## config.mk

```make
export PLATFORM = sky130hd
export DESIGN_NAME = pipe_hazard_ctrl
export DESIGN_NICKNAME = d
export VERILOG_FILES = /design/src/rtl/pipe_ctrl_pkg.sv /design/src/rtl/sat_counter.sv /design/src/rtl/pipe_hazard_ctrl.sv
export SDC_FILE = /design/constraint.sdc
export NUM_CORES = 1
export LEC_CHECK = 0
export BUFFER_PORTS_ARGS = -buffer_cell sky130_fd_sc_hd__buf_2
export CORE_UTILIZATION = 31
export CTS_CLUSTER_DIAMETER = 30
export DETAILED_ROUTE_END_ITERATION = 10
export GPL_TIMING_DRIVEN = 0
export PLACE_DENSITY_LB_ADDON = 0.12
export SYNTH_ARGS = -nofsm -noshare
export SYNTH_HDL_FRONTEND = slang
export SYNTH_SLANG_ARGS = --single-unit
export TNS_END_PERCENT = 100
```

## constraint.sdc

```tcl
create_clock -name clk -period 2.9 [get_ports clk]
set_input_delay 0.145 -clock clk [delete_from_list [all_inputs] [get_ports clk]]
set_output_delay 0.145 -clock clk [all_outputs]
set_load 0.05 [all_outputs]
```

## src/rtl/pipe_ctrl_pkg.sv

```systemverilog
// Shared types and constants for the pipeline sequencing controller.
// The control bundle holds the register-enable and flush outputs as one value.
package pipe_ctrl_pkg;

    typedef enum logic [0:0] {
        RUN      = 1'b0,
        LU_STALL = 1'b1
    } state_t;

    localparam logic [4:0] REG_ZERO = 5'd0;

    typedef struct packed {
        logic pc_write;
        logic ifid_write;
        logic ifid_flush;
        logic idex_flush;
        logic pipe_freeze;
    } ctrl_t;

    localparam ctrl_t CTRL_IDLE   = '{pc_write: 1'b1, ifid_write: 1'b1, ifid_flush: 1'b0,
                                      idex_flush: 1'b0, pipe_freeze: 1'b0};
    localparam ctrl_t CTRL_BUBBLE = '{pc_write: 1'b0, ifid_write: 1'b0, ifid_flush: 1'b0,
                                      idex_flush: 1'b1, pipe_freeze: 1'b0};
    localparam ctrl_t CTRL_FREEZE = '{pc_write: 1'b0, ifid_write: 1'b0, ifid_flush: 1'b0,
                                      idex_flush: 1'b0, pipe_freeze: 1'b1};
    localparam ctrl_t CTRL_FLUSH  = '{pc_write: 1'b1, ifid_write: 1'b1, ifid_flush: 1'b1,
                                      idex_flush: 1'b1, pipe_freeze: 1'b0};

    // A load in EX whose destination is read by the instruction in ID; r0 never hazards.
    function automatic logic load_use_hazard(input logic       mem_read,
                                             input logic [4:0] load_rt,
                                             input logic [4:0] rs,
                                             input logic [4:0] rt,
                                             input logic       uses_rt);
        return mem_read && (load_rt != REG_ZERO) &&
               ((load_rt == rs) || (uses_rt && (load_rt == rt)));
    endfunction

endpackage

```

## src/rtl/sat_counter.sv

```systemverilog
// Up-counter that sticks at all-ones instead of wrapping.
// Updates on the falling edge to match the pipeline registers.
module sat_counter #(
    parameter int WIDTH = 16
) (
    input  logic             clk,
    input  logic             reset,
    input  logic             inc,
    output logic [WIDTH-1:0] count
);

    always_ff @(negedge clk or posedge reset) begin
        if (reset) begin
            count <= '0;
        end else if (inc && (count != '1)) begin
            count <= count + WIDTH'(1);
        end
    end

endmodule

```

## src/rtl/pipe_hazard_ctrl.sv

```systemverilog
// Pipeline sequencing controller: load-use bubbles, branch/jump flushes and
// data-memory freezes, plus stall/flush counters and a sticky timeout flag.
module pipe_hazard_ctrl
    import pipe_ctrl_pkg::*;
#(
    parameter int LOAD_USE_BUBBLES = 1,
    parameter int MEM_TIMEOUT      = 255,
    parameter int CNT_W            = 16
) (
    input  logic             clk,
    input  logic             reset,
    input  logic [4:0]       id_rs,
    input  logic [4:0]       id_rt,
    input  logic             id_uses_rt,
    input  logic             ex_mem_read,
    input  logic [4:0]       ex_rt,
    input  logic             ex_branch_taken,
    input  logic             ex_jump,
    input  logic             mem_busy,
    output logic             pc_write,
    output logic             ifid_write,
    output logic             ifid_flush,
    output logic             idex_flush,
    output logic             pipe_freeze,
    output logic             mem_timeout,
    output logic [CNT_W-1:0] stall_cycles,
    output logic [CNT_W-1:0] flush_events
);

    localparam logic [2:0]  BUB_INIT = 3'(LOAD_USE_BUBBLES - 1);
    localparam logic [15:0] BUSY_LIM = 16'(MEM_TIMEOUT);

    state_t      state, state_next;
    logic [2:0]  bub_cnt, bub_next;
    logic [15:0] busy_cnt, busy_next;
    ctrl_t       ctrl;
    logic        flush_evt;
    logic        hazard_lu;

    assign hazard_lu = load_use_hazard(ex_mem_read, ex_rt, id_rs, id_rt, id_uses_rt);

    // NOTE: every output of this block gets a default first, so no path can infer a latch.
    always_comb begin
        ctrl       = CTRL_IDLE;
        state_next = state;
        bub_next   = bub_cnt;
        flush_evt  = 1'b0;
        if (reset) begin
            ctrl = CTRL_IDLE;
        end else if (mem_busy) begin
            ctrl = CTRL_FREEZE;
        end else if (ex_branch_taken || ex_jump) begin
            ctrl       = CTRL_FLUSH;
            state_next = RUN;
            bub_next   = 3'd0;
            flush_evt  = 1'b1;
        end else if (state == LU_STALL) begin
            ctrl     = CTRL_BUBBLE;
            bub_next = bub_cnt - 3'd1;
            if (bub_cnt == 3'd1) begin
                state_next = RUN;
            end
        end else if (hazard_lu) begin
            ctrl = CTRL_BUBBLE;
            if (LOAD_USE_BUBBLES > 1) begin
                state_next = LU_STALL;
                bub_next   = BUB_INIT;
            end
        end
    end

    // The busy run length saturates so a very long wait cannot wrap below the limit.
    always_comb begin
        busy_next = 16'd0;
        if (mem_busy) begin
            busy_next = (busy_cnt == 16'hFFFF) ? busy_cnt : busy_cnt + 16'd1;
        end
    end

    // NOTE: sequential state uses non-blocking assignments so all registers update together.
    always_ff @(negedge clk or posedge reset) begin
        if (reset) begin
            state       <= RUN;
            bub_cnt     <= 3'd0;
            busy_cnt    <= 16'd0;
            mem_timeout <= 1'b0;
        end else begin
            state    <= state_next;
            bub_cnt  <= bub_next;
            busy_cnt <= busy_next;
            if (mem_busy && (busy_next >= BUSY_LIM)) begin
                mem_timeout <= 1'b1;
            end
        end
    end

    assign pc_write    = ctrl.pc_write;
    assign ifid_write  = ctrl.ifid_write;
    assign ifid_flush  = ctrl.ifid_flush;
    assign idex_flush  = ctrl.idex_flush;
    assign pipe_freeze = ctrl.pipe_freeze;

    sat_counter #(.WIDTH(CNT_W)) u_stall_cnt (
        .clk   (clk),
        .reset (reset),
        .inc   (!ctrl.pc_write),
        .count (stall_cycles)
    );

    sat_counter #(.WIDTH(CNT_W)) u_flush_cnt (
        .clk   (clk),
        .reset (reset),
        .inc   (flush_evt),
        .count (flush_events)
    );

endmodule

```

==> results.toml, run 1 <==
[power]
vdd_drop_max_mv = 0.243
combPwrFrac_pct = 31.9
switching_share_pct = 41.0
powerDensity_nw_per_um2 = 560
power_switching_w = 0.000829
pwr-share-seq_pct = 46.5
clkPwrFrac_pct = 21.5
p_int_w = 0.00119
p_leak_nw = 1.56

[placed_design]
dpl.cell_count = 453
place_ws_ns = -1.27
place_area_sq_um = 3360
place_congestion = 0.776
numPortBuffers = 59
dp_hpwl_microns = 4480

[cts]
root_buffer = "clkbuf_8"
clock_path_buffers = 2
clk_pin_slew_worst_paths_ns = 0.07
numCtsBuffers = 5
cts.sink_count = 53
htree_num_levels = 2
tritoncts = "built"
clock_latency_ns = 0.31

[run_status]
violations = "design-rule violations, negative setup slack"
status = "finished with violations"

[layout]
design_area_sq_um = 3610
syn2layout_area_growth_pct = 26.6
regArea_sq_um = 1330
antenna_cells = 0
nets = 390
post_route_cells_drive_above_1_share_pct = 29.4
fillers = 880
multi_input_area_sq_um = 1530
final_common_cell = "dfrtn_1"
final_cells = 472
final_cell_mix = "dfrtn_1, buf_2, xnor2_1, nand2_1, nand3_1"

[yosys]
ys_seq_area_share_pct = 46.5
synth_nets = 313
ys_async_sr_fraction_pct = 100
synth_cells = 286
netlist_area_sq_um = 2850
synth-edff-count = 0
syn_avg_cell_area_sq_um = 9.97
yosysWarnings = 0
ys_seq_elements = 53
synth-main-ff-cell = "dfrtn_1"
yosys.area_share.simple_pct = 24.1
synth_compound_area_share_pct = 7.29
synth_top_family_by_area = "simple AND/OR/NAND/NOR gates"
synthAdderAreaFrac_pct = 2.19
muxShareOfSynthArea_pct = 1.98
synthXorXnorAreaFrac_pct = 15.4
yosysUniqueCellTypes = 42

[route]
viasPerCell = 4.95
drcViolationCount = 5
wl_per_cell_microns = 13.7
drt_pass1_iterations = 7
drt_iter0_markers = 70
wl_microns = 6460
final_antenna_net_count = 0
vias = 2336

[worst_setup_path]
crit_top_cell = "buf_6"
r2r_start = "busy_cnt[0]"
cp-start-kind = "register"
crit_type = "register to output pin"
critPathRequiredTime_ns = 2.76
worstPathMaxFanout = 5
path_cells = "a31oi_4, o31ai_4, buf_6, buf_6, clkinvlp_4, buf_6, buf_6"
cp-end-kind = "output pin"
max_stage_delay_ns = 0.46
critPathArrivalTime_ns = 3.00
rr_worst_depth = 8
r2r_setup_slack_ns = 0.35
slowest_stage = "dfrtn_1"
reg2reg_to = "mem_timeout"

[die]
fp.dieArea_sq_um = 9580
start_util_pct = 32.4
boundaryPins = 60
coreArea_sq_um = 8810
num_rows = 34
fp.dieW_microns = 97.9
die_h_microns = 97.9

[global_route]
grt_pass1_vias = 2304
grt_pass1_wl_microns = 11100
grt_max_degree = 28
grtUsageTotal_pct = 14.4
antenna_found_initial = 0
grt_overflow = 0

[timing]
finClkSkew_ns = 0.00572
setup_ws_ns = -0.250
slew_viol_final = 0
tightest_slew_ns = 0.685
hold_violations = 0
slew_headroom_pct = 54.1
rsz0062_at_grt = "true"
setup_viol = 18
finalSetupTns_ns = -2.41

[job]
drv_cap = 0

[hold_path]
hold_path.class = "register to register"
whs_endpoint = "u_flush_cnt.count[15]"
hold_start = "u_flush_cnt.count[15]"
min_path_cells = 1
## per-stage QoR
stage	hold WS (ns)	total power, W	utilization [%]
3_3_place_gp	0.421	0.00157	38.2
6_report	0.419	0.00202	41.0
5_1_grt	0.450	0.00213	41.0
2_1_floorplan	0.357	0.00141	-
4_1_cts	0.418	0.00204	40.4
3_5_place_dp	0.416	0.00158	38.2
## synthesized netlist by cell type, types with 8 or more instances
| master | n | area share, % |
|---|---|---|
| xnor2_1 | 38 | 12 |
| nor3_1 | 8 | 1.4 |
| xor2_1 | 12 | 3.7 |
| inv_1 | 10 | 1.3 |
| nand3_1 | 30 | 5.3 |
| nand2_1 | 26 | 3.4 |
| o21ai_0 | 12 | 2.1 |
| nor4_1 | 9 | 2.0 |
| dfrtn_1 | 53 | 47 |
| nand4_1 | 11 | 2.4 |
| nor2_1 | 19 | 2.5 |
## layer usage
| metal | vias up | track usage [%] | wire length [microns] |
|---|---|---|---|
| met4 | 0 | 4.55 | 69 |
| met5 | - | 0 | 0 |
| li1 | 1168 | - | - |
| met1 | 1123 | 18.9 | 3130 |
| met2 | 38 | 23.9 | 3060 |
| met3 | 7 | 3.01 | 204 |
## cells by family after synthesis
group,after synthesis
and+or+nand+nor,129
DFF,53
xor gates and xnor gates,50
AOI/OAI and AO/OA,28
buffers and inverters,16
muxes,5
adders and majority gates,5
## registers in the layout, indices dropped and copies added, names as in the netlist
| register | flops |
|---|---|
| busy_cnt | 16 |
| u_stall_cnt.count | 16 |
| state | 1 |
| mem_timeout | 1 |
| u_flush_cnt.count | 16 |
| bub_cnt | 3 |
## worst max-delay path by stage
stage,start,endpoint,depth (start not counted)
after detailed placement,reset,u_stall_cnt.count[1],6
after global routing,state,pc_write,7
after floorplan,reset,u_stall_cnt.count[1],5
after CTS,id_rt[0],u_stall_cnt.count[1],9
after global placement,reset,u_stall_cnt.count[1],6
final,state,pc_write,7
## critical path, delay by kind of cell, from the launching register on
kind            cells  cell delay, ns
compound gates      2            0.17
buf+inv             5            0.62
flops               1            0.46
## power groups by stage
stage	sequential, W	combinational, W	clock (W)
global placement	0.000948	0.000626	0
global route	0.000960	0.000686	0.000481
finish	0.000940	0.000645	0.000435
CTS	0.000942	0.000645	0.000455
floorplan	0.00119	0.000218	0
detailed placement	0.000956	0.000626	0
## layout make-up
cell class / count / share of cell area, %
timing repair buffer: 68 / 11.9
sequential: 53 / 36.7
clock buffer: 5 / 1.91
buffer: 6 / 1.07
clock inverter: 3 / 0.589
tap: 108 / 3.74
timing repair inverter: 2 / 0.347
multi-input combinational: 217 / 42.5
inverter: 10 / 1.25
## repair_timing
action | in CTS | in global routing
gates resized for setup | 14 | 7
buffers inserted | 5 | 3
gates cloned | 2 | 1
endpoints found under the setup margin | 19 | 19
pin swaps | 10 | 10
hold endpoints to repair | 0 | 0
hold buffers | 0 | 0
No activity file was read; power rests on OpenSTA's default activity.
==> inputs of run 2 (changes only) <==
- clock period: 2.9 -> 2.8 ns (I/O delays scaled with it)
==> results.toml, run 2 (synthesis gave the netlist of run 1 again) <==
[timing]
setup_viol = 19
slew_viol_final = 0
hold_violations = 0
rsz0062_at_grt = "true"
holdWs_ns = 0.419
tightest_slew_ns = 0.685
slew_headroom_pct = 54.1
setup_ws_ns = -0.295
finClkSkew_ns = 0.00572

[die]
fp.dieArea_sq_um = 9580
boundaryPins = 60
start_util_pct = 32.4
fp.dieW_microns = 97.9
num_rows = 34
die_h_microns = 97.9
coreArea_sq_um = 8810

[worst_setup_path]
critPathArrivalTime_ns = 2.95
cp-start-kind = "register"
critPathRequiredTime_ns = 2.66
crit_type = "register to output pin"
worstPathMaxFanout = 5
cp-end-kind = "output pin"

[cts]
clock_path_buffers = 2
root_buffer = "clkbuf_8"
tritoncts = "built"
cts-hold-fix-buffers = 0
cts.sink_count = 53
clock_latency_ns = 0.31
clk_pin_slew_worst_paths_ns = 0.07
numCtsBuffers = 5
htree_num_levels = 2

[route]
final_antenna_net_count = 0
drcViolationCount = 5
drt_pass1_iterations = 7
wl_per_cell_microns = 13.7
drt_iter0_markers = 70
wl_microns = 6460
viasPerCell = 4.95
vias = 2336

[global_route]
grt_overflow = 0
grt_pass1_wl_microns = 11100
grtUsageTotal_pct = 14.4
grt_max_degree = 28
antenna_found_initial = 0
grt_pass1_vias = 2304

[placed_design]
place_ws_ns = -1.32
numPortBuffers = 59
place_congestion = 0.776
dp_hpwl_microns = 4480

[layout]
multi_input_area_sq_um = 1530
syn2layout_area_growth_pct = 26.6
final_common_cell = "dfrtn_1"
fillers = 880
post_route_cells_drive_above_1_share_pct = 29.4
nets = 390
post-route-util_pct = 41.0
regArea_sq_um = 1330
antenna_cells = 0
top_regs = "busy_cnt: 16 flops, u_flush_cnt.count: 16 flops, u_stall_cnt.count: 16 flops"
final_cell_mix = "dfrtn_1, buf_2, xnor2_1, nand2_1, nand3_1"

[power]
combPwrFrac_pct = 31.9
pwr-share-seq_pct = 46.5
switching_share_pct = 41.0
p_leak_nw = 1.56
vdd_drop_max_mv = 0.252
power_switching_w = 0.000859
powerDensity_nw_per_um2 = 580
clkPwrFrac_pct = 21.5
p_int_w = 0.00123

[job]
drv_cap = 0

[run_status]
status = "finished with violations"
violations = "design-rule violations, negative setup slack"

[hold_path]
hold_path.class = "register to register"
[run 2: cell counts in the layout (fill, tap and decap cells not counted)]
No cell type changed its count.
[run 2: per-stage QoR]
| step | std cells | instance area (sq um) | setup TNS, ns | power (W) |
|---|---|---|---|---|
| global placement | 453 | 3360 | -20.51 | 0.00163 |
| finish | 472 | 3610 | -3.24 | 0.00209 |
| global route | 472 | 3610 | -4.13 | 0.00220 |
| floorplan | 286 | 2930 | -9.18 | 0.00146 |
| CTS | 468 | 3560 | -5.56 | 0.00211 |
| detailed placement | 453 | 3360 | -20.62 | 0.00164 |
[run 2: critical path: stages (launching register included)]
cell,delay (ns)
dfrtn_1,0.46
a31oi_4,0.10
o31ai_4,0.07
buf_6,0.15
buf_6,0.12
clkinvlp_4,0.09
buf_6,0.12
buf_6,0.14
[run 2: layer usage]
metal  up-vias  part of all wire (%)  routed length [microns]  GRT usage, %
li1       1168                     -                        -             -
met1      1123                    48                     3130          18.9
met2        38                    47                     3060          23.9
met3         7                   3.2                      204          3.01
met4         0                   1.1                       69          4.55
met5         -                     0                        0             0
[run 2: what timing repair did]
item	CTS	global route
gates resized for setup	14	7
cloned	2	1
buffers inserted	5	3
pin swaps	10	10
setup endpoints to repair	19	19
[run 2: worst paths after layout]
path	cells after the start	slack, ns	start	to
max	7	-0.29	state	pc_write
min	1	0.42	u_flush_cnt.count[15]	u_flush_cnt.count[15]
max reg2reg	8	0.25	busy_cnt[0]	mem_timeout
min reg2reg	1	0.42	u_flush_cnt.count[15]	u_flush_cnt.count[15]
max in group asynchronous	2	1.07	reset	mem_timeout
min in group asynchronous	3	1.32	reset	u_stall_cnt.count[8]
[run 2: power groups by stage]
stage / Sequential (W) / Clock, W / Combinational, W
3_5_place_dp: 0.000990 / 0 / 0.000648
4_1_cts: 0.000975 / 0.000471 / 0.000668
3_3_place_gp: 0.000982 / 0 / 0.000648
2_1_floorplan: 0.00123 / 0 / 0.000226
6_report: 0.000973 / 0.000451 / 0.000668
5_1_grt: 0.000995 / 0.000498 / 0.000711
[run 2: area by class of cell]
type	instances	area share (%)
Buffer	6	1.07
Multi-Input combinational cell	217	42.5
Clock inverter	3	0.589
Timing Repair Buffer	68	11.9
Tap cell	108	3.74
Inverter	10	1.25
Timing Repair inverter	2	0.347
Clock buffer	5	1.91
Sequential cell	53	36.7
==> inputs of run 3 (changes only) <==
- BUFFER_PORTS_ARGS: -buffer_cell sky130_fd_sc_hd__buf_2 -> not set
- DONT_BUFFER_PORTS: not set -> 1
- SLEW_MARGIN: not set -> 20
==> results.toml, run 3 (synthesis gave the netlist of run 1 again) <==
[cts]
cts.sink_count = 53
clock_path_buffers = 2
numCtsBuffers = 5
clk_pin_slew_worst_paths_ns = 0.07
root_buffer = "clkbuf_8"
tritoncts = "built"
htree_num_levels = 2
clock_latency_ns = 0.31

[run_status]
violations = "design-rule violations, negative setup slack"
status = "finished with violations"

[die]
boundaryPins = 60
coreArea_sq_um = 8810
fp.dieArea_sq_um = 9580
fp.dieW_microns = 97.9
num_rows = 34
start_util_pct = 32.4
die_h_microns = 97.9

[route]
final_antenna_net_count = 0
wl_per_cell_microns = 14.5
drt_pass1_iterations = 7
vias = 2137
drcViolationCount = 5
drt_iter0_markers = 113
wl_microns = 6060
viasPerCell = 5.12

[worst_setup_path]
worstPathMaxFanout = 3
path_cells = "a31oi_4, o31ai_4, buf_6, clkinvlp_4, buf_8"
crit_buf_inv = 3
cp_top_family = "buffers and inverters"
critPathRequiredTime_ns = 2.66
crit_type = "register to output pin"
cp-start-kind = "register"
slowest_stage = "dfrtn_1"
max_stage_delay_ns = 0.46
critPathArrivalTime_ns = 3.06
cp-end-kind = "output pin"

[placed_design]
place_area_sq_um = 3120
dp_hpwl_microns = 4440
place_ws_ns = -0.707
place_congestion = 0.754
numPortBuffers = 0

[timing]
finalSetupTns_ns = -4.49
finClkSkew_ns = 0.00770
hold_violations = 0
tightest_slew_ns = 1.09
setup_ws_ns = -0.403
rsz0062_at_grt = "true"
slew_headroom_pct = 27.3
slew_viol_final = 0
setup_viol = 24

[global_route]
grt_max_degree = 24
grt_pass1_wl_microns = 10400
antenna_found_initial = 0
grt_overflow = 0
grt_pass1_vias = 2066
grtUsageTotal_pct = 13.4

[power]
switching_share_pct = 39.2
clkPwrFrac_pct = 26.1
power_switching_w = 0.000829
p_leak_nw = 1.37
p_int_w = 0.00129
pwr-share-seq_pct = 59.3
powerDensity_nw_per_um2 = 617
combPwrFrac_pct = 14.6
fin_total_pwr_w = 0.00212
vdd_drop_max_mv = 0.215

[layout]
syn2layout_area_growth_pct = 20.4
nets = 335
top_regs = "busy_cnt: 16 flops, u_flush_cnt.count: 16 flops, u_stall_cnt.count: 16 flops"
design_area_sq_um = 3430
fillers = 844
antenna_cells = 0
post_route_cells_drive_above_1_share_pct = 19.7
final_common_cell = "dfrtn_1"
multi_input_area_sq_um = 1610
regArea_sq_um = 1330
final_cell_mix = "dfrtn_1, xnor2_1, nand2_1, nand3_1, nor2_1"
post-route-util_pct = 39.0

[hold_path]
hold_path.class = "primary input to output pin"

[job]
drv_cap = 0
==> run 3: cell count changes in the layout (fill, tap and decap cells not counted), sizes merged <==
cell,previous run,this run
clkbuf,8,9
clkinv,1,0
inv,9,8
clkinvlp,5,3
bufinv,0,1
buf,71,18
==> run 3: layout make-up <==
cell class	instances	share of cell area, %
plain buffers	6	1.24
clock buffers	6	2.41
clock inverters	2	1.09
inverters	10	1.31
multi-input cells	217	46.9
flip-flops and latches	53	38.7
well taps	108	3.94
repair buffers	15	4.45
==> run 3: power groups by stage <==
stage | Clock, W | Sequential [W] | Combinational (W)
detailed placement | 0 | 0.00127 | 0.000276
CTS | 0.000583 | 0.00126 | 0.000295
global route | 0.000607 | 0.00128 | 0.000349
floorplan | 0 | 0.00123 | 0.000226
finish | 0.000553 | 0.00125 | 0.000308
global placement | 0 | 0.00127 | 0.000264
==> run 3: worst paths after layout <==
| kind | start | endpoint | slack, ns | cells past startpoint |
|---|---|---|---|---|
| max | state | pc_write | -0.40 | 5 |
| min | reset | ifid_flush | 0.36 | 1 |
| max reg2reg | u_stall_cnt.count[3] | u_stall_cnt.count[1] | 0.04 | 7 |
| min reg2reg | bub_cnt[1] | bub_cnt[1] | 0.44 | 2 |
| max in group asynchronous | reset | busy_cnt[13] | 1.26 | 3 |
| min in group asynchronous | reset | bub_cnt[2] | 0.92 | 1 |
==> run 3: routing by layer <==
metal | share of wire (%) | wire [microns] | global-route usage [%] | up-vias
li1 | - | - | - | 1060
met1 | 47 | 2850 | 17.6 | 1031
met2 | 47 | 2870 | 21.3 | 39
met3 | 4.4 | 264 | 3.87 | 7
met4 | 1.1 | 68 | 4.08 | 0
met5 | 0 | 0 | 0 | -
==> run 3: through the flow <==
step,hold slack (ns),std cells
3_5_place_dp,0.358,396
5_1_grt,0.361,417
4_1_cts,0.357,412
6_report,0.360,417
3_3_place_gp,0.357,394
2_1_floorplan,0.347,286
==> run 3: worst register-to-register path, stage by stage (launching register included) <==
cell,delay (ns)
dfrtn_1,0.79
and3_4,0.30
and4_4,0.26
nand3_2,0.12
or4_1,0.55
buf_2,0.20
nand2_4,0.10
mux2_4,0.29
==> run 3: what timing repair did <==
| action | in CTS | in global routing |
|---|---|---|
| hold buffers | 0 | 0 |
| pin swaps | 8 | 8 |
| endpoints found under the setup margin | 28 | 30 |
| resized for setup | 3 | 17 |
| buffers inserted | 8 | 5 |
